==> config.mk <==
export PLATFORM = sky130hd
export DESIGN_NAME = alu_result_queue
export DESIGN_NICKNAME = d
export VERILOG_FILES = /design/src/rtl/alu_result_queue.sv
export SDC_FILE = /design/constraint.sdc
export NUM_CORES = 1
export LEC_CHECK = 0
export CORE_ASPECT_RATIO = 0.5
export CORE_MARGIN = 2
export CORE_UTILIZATION = 50
export CTS_BUF_LIST = sky130_fd_sc_hd__clkbuf_8
export DETAILED_ROUTE_END_ITERATION = 8
export DONT_BUFFER_PORTS = 1
export PLACE_DENSITY = 0.74
export SLEW_MARGIN = 20
export SYNTH_ARGS = -nofsm -noshare
export SYNTH_HDL_FRONTEND = slang
export SYNTH_SLANG_ARGS = --single-unit
==> constraint.sdc <==
create_clock -name clk -period 2.1 [get_ports clk]
set_clock_uncertainty 0.15 [all_clocks]
set_input_delay 0.21 -clock clk [delete_from_list [all_inputs] [get_ports clk]]
set_output_delay 0.21 -clock clk [all_outputs]
set_load 0.02 [all_outputs]
==> src/rtl/alu_result_queue.sv <==
// alu_result_queue: buffers ALU results with their destination tag, NZP flags
// and a divide-by-zero marker in a small circular FIFO that drains to
// register-file writeback over a valid/ready handshake.
module alu_result_queue #(
  parameter int DATA_BITS = 8,
  parameter int TAG_BITS  = 4,
  parameter int DEPTH     = 4
) (
  input  logic                     clk,
  input  logic                     reset,
  input  logic                     in_valid,
  output logic                     in_ready,
  input  logic [1:0]               in_op,
  input  logic [DATA_BITS-1:0]     in_rt,
  input  logic [DATA_BITS-1:0]     in_result,
  input  logic [TAG_BITS-1:0]      in_rd,
  output logic                     out_valid,
  input  logic                     out_ready,
  output logic [DATA_BITS-1:0]     out_result,
  output logic [TAG_BITS-1:0]      out_rd,
  output logic [2:0]               out_nzp,
  output logic                     out_dz,
  output logic [$clog2(DEPTH):0]   count,
  output logic [7:0]               dz_count
);

  localparam int PW = $clog2(DEPTH);
  localparam int CW = PW + 1;
  localparam logic [1:0] OP_DIV = 2'b11;

  logic [DATA_BITS-1:0] mem_result [DEPTH];
  logic [TAG_BITS-1:0]  mem_rd     [DEPTH];
  logic [2:0]           mem_nzp    [DEPTH];
  logic                 mem_dz     [DEPTH];

  logic [PW-1:0] wr_ptr;
  logic [PW-1:0] rd_ptr;

  logic                 push;
  logic                 pop;
  logic                 in_dz;
  logic [DATA_BITS-1:0] in_value;
  logic [2:0]           in_nzp;

  // Handshake and flag derivation for the incoming result.
  always_comb begin
    in_ready  = (count != CW'(DEPTH));
    out_valid = (count != '0);
    push      = in_valid & in_ready;
    pop       = out_valid & out_ready;
    in_dz     = (in_op == OP_DIV) && (in_rt == '0);
    in_value  = in_dz ? {DATA_BITS{1'b1}} : in_result;
    in_nzp[1] = (in_value == '0);
    in_nzp[2] = in_value[DATA_BITS-1];
    in_nzp[0] = ~in_nzp[2] & ~in_nzp[1];
  end

  // Show-ahead head entry; values are meaningless while out_valid is low.
  always_comb begin
    out_result = mem_result[rd_ptr];
    out_rd     = mem_rd[rd_ptr];
    out_nzp    = mem_nzp[rd_ptr];
    out_dz     = mem_dz[rd_ptr];
  end

  // Storage is written on push only and deliberately not cleared by reset.
  always_ff @(posedge clk) begin
    if (push) begin
      mem_result[wr_ptr] <= in_value;
      mem_rd[wr_ptr]     <= in_rd;
      mem_nzp[wr_ptr]    <= in_nzp;
      mem_dz[wr_ptr]     <= in_dz;
    end
  end

  // Pointers, occupancy and the saturating divide-by-zero counter.
  always_ff @(posedge clk) begin
    if (!reset) begin
      wr_ptr   <= '0;
      rd_ptr   <= '0;
      count    <= '0;
      dz_count <= '0;
    end else begin
      if (push) wr_ptr <= wr_ptr + PW'(1);
      if (pop)  rd_ptr <= rd_ptr + PW'(1);
      if (push && !pop)      count <= count + CW'(1);
      else if (pop && !push) count <= count - CW'(1);
      if (push && in_dz && (dz_count != 8'hFF)) dz_count <= dz_count + 8'd1;
    end
  end

endmodule
==> flow_summary_export.csv <==
group,metric,value,unit
timing,fin_ws,0.0227,ns
timing,drv_slew,0,
global_route,overflow,0,
finish,fin_util,62.4,%
yosys,synth.area.top_cells,"edfxtp_1, dfxtp_1, mux4_2",
run,cap_viol_max_count,0,
yosys,synth_cell_types,36,
clocking,cts_buffers,9,
worst_setup_path,worstRegToRegCells,8,
timing,max_slew_margin,45.7,%
placed_design,dp_slack,-0.0319,ns
yosys,syn_nets,227,
timing,rsz0062_at_grt,"yes",
yosys,syn_inst,194,
worst_setup_path,startpoint_type,"register",
floorplanning,io_pins,55,
finish,nFillCells,469,
clocking,clkTransAtPathRegs,0.08,ns
yosys,ys.flop_type,"edfxtp_1",
worst_setup_path,path_max_fanout,2,
floorplanning,rows,20,
timing,fin_crit,2.08,ns
yosys,seq_area_frac_synth,68.3,%
power_and_ir_drop,cellPowerDensity,1130,nW/µm²
min_path,min_path_type,"in -> reg",
worst_setup_path,critPathCaptureType,"register",
finish,finalNetCount,266,
timing,finalSetupViolCount,0,
yosys,avgSynthCellArea,16.2,µm²
yosys,synth.ff_latch_count,77,
global_route,grt_max_degree,16,
floorplanning,die_w,116,µm
yosys,synth-edff-count,60,
clocking,clockBufferDepth,2,
clocking,clkSinkCount,77,
yosys,synth_warnings,0,
routing,first_pass_iters,4,
routing,ant_nets,0,
placed_design,io_buffers,0,
global_route,grt_first_pass_wirelength,8880,µm
power_and_ir_drop,vdd_ir_drop_max,0.000606,V
floorplanning,die_area,6960,µm²
finish,drive_above_1_share,26.9,%
placed_design,dpl.hpwl,3710,µm
yosys,synth_top_area_cell,"edfxtp_1",
status,outcome,"finished clean",
worst_setup_path,arrival,2.20,ns
routing,drt_iter0_drc,74,
power_and_ir_drop,leakage,1.30,nW
placed_design,gp_congestion,0.801,
global_route,grt_antenna_before_repair,0,
power_and_ir_drop,power.total,4.29,mW
floorplanning,core,6060,µm²
routing,avgViaCountPerCell,5.44,
floorplanning,start_util,51.8,%
timing,period_share,98.9,%
finish,final_area,3780,µm²
worst_setup_path,critPathRequiredTime,2.22,ns
clocking,cts_tree,"yes",
min_path,hold_depth,3,
routing,wirelength,5800,µm
routing,route.detailed.drc,0,
yosys,ys_async_sr_fraction,0,%
global_route,grt_usage,18.3,%
timing,hold_viol,0,
clocking,insertion_delay,0.34,ns
finish,area_growth,20.5,%
routing,wl_per_cell,17.8,µm
routing,vias,1772,
yosys,synth_area,3130,µm²
floorplanning,die_h,60.0,µm
clocking,root_buffer,"clkbuf_8",
finish,diodes,0,
placed_design,placed_cell_area,3360,µm²
timing,worst_pin_slew,0.815,ns
global_route,first_global_vias,1853,
timing,fmax,481,MHz
timing,whs,0.0404,ns
clocking,ctsHtreeMaxLevel,3,
worst_setup_path,criticalPathCategory,"reg -> reg",
yosys,yosysTopAreaCellShare,57.5,%
## layout make-up
| type | count | area (µm²) | share of cell area (%) |
|---|---|---|---|
| Inverter | 9 | 33.8 | 0.895 |
| Timing Repair Buffer | 36 | 314 | 8.32 |
| Sequential cell | 77 | 2150 | 56.9 |
| Tap cell | 88 | 110 | 2.92 |
| Clock inverter | 7 | 97.6 | 2.58 |
| Clock buffer | 9 | 124 | 3.28 |
| Multi-Input combinational cell | 100 | 948 | 25.1 |
## power breakdown
part	internal [mW]	switching [mW]	leakage (nW)
Clock	0.675	0.539	0.112
Sequential	1.84	0.0742	0.689
Combinational	0.482	0.672	0.496
## Yosys cell counts (2+ instances only)
library cell / n
edfxtp_1: 60
dfxtp_1: 17
mux4_2: 15
nor2_1: 10
a21oi_1: 8
inv_1: 8
nand2b_1: 8
nand2_1: 7
ha_1: 6
nand3_1: 6
and3_1: 4
mux2i_1: 4
nor4_1: 4
xor2_1: 4
buf_2: 3
clkbuf_1: 3
o21ai_0: 3
o31ai_1: 3
or4_1: 3
or3_1: 2
## routing by layer
| layer | GRT usage [%] | up-vias | part of all wire (%) | wire [µm] |
|---|---|---|---|---|
| li1 | - | 826 | - | - |
| met1 | 20.2 | 879 | 40 | 2320 |
| met5 | 0 | - | 0 | 0 |
| met2 | 31.7 | 54 | 51 | 2950 |
| met4 | 9.18 | 0 | 2.1 | 119 |
| met3 | 7.00 | 13 | 7.1 | 413 |
## worst max-delay path, cell delays in order (launching register included)
cell and delay, ns:
dfxtp_2 0.33, or3_4 0.39, nand2_4 0.08, ha_4 0.13
inv_2 0.03, fa_2 0.32, xor2_1 0.15, or3_1 0.31
a21oi_1 0.12
## layout by cell type, fill, tap and decap left out, drive strengths merged, types with 6 or more instances in the layout
master,n
nor2,10
a21oi,8
mux4,15
clkbuf,9
buf,20
ha,6
nand2,7
dlygate4sd3,16
nand2b,8
edfxtp,60
nand3,6
inv,12
dfxtp,17
## path summary, 6_finish.rpt
path / from / to / slack, ns
hold reg to reg: rd_ptr[0]$_SDFFE_PN0P_ / rd_ptr[0]$_SDFFE_PN0P_ / 0.39
hold / removal: in_result[5] / mem_nzp[0][1]$_DFFE_PP_ / 0.04
setup reg to reg: count[1]$_SDFFE_PN0P_ / count[2]$_SDFFE_PN0P_ / 0.02
setup / recovery: count[1]$_SDFFE_PN0P_ / count[2]$_SDFFE_PN0P_ / 0.02
## metrics by stage
stage                     cells  TNS (ns)
after floorplan             194   -0.0591
after global placement      290         0
after detailed placement    290   -0.0319
after CTS                   324   -0.0247
after global routing        326   -0.0460
final                       326         0
## state kept, by name, indices dropped and copies added, names as in the netlist, named ones only
| signal | cells |
|---|---|
| count | 3 |
| mem_nzp | 12 |
| mem_rd | 16 |
| wr_ptr | 2 |
| mem_dz | 4 |
| rd_ptr | 2 |
| dz_count | 8 |
| mem_result | 28 |
## cells by family (layout without fill, tap and decap cells)
group | count (synthesis) | in the layout | synth area share [%]
adder cells (fa/ha/maj) | 7 | 7 | 3.03
buffers and inverters | 17 | 61 | 2.51
AO/OA/AOI/OAI | 17 | 17 | 3.27
XOR/XNOR | 5 | 5 | 1.40
flip-flops | 77 | 77 | 68.3
AND/OR/NAND/NOR | 52 | 52 | 9.38
multiplexers | 19 | 19 | 12.1
## timing repair
item / CTS / global route
hold endpoints to repair: 48 / 0
endpoints found under the setup margin: 2 / 4
pin swaps: 3 / 2
gates resized for setup: 1 / 2
setup buffers: 2 / 2
hold buffers: 16 / 0
Power figures use the tool's default switching activity.
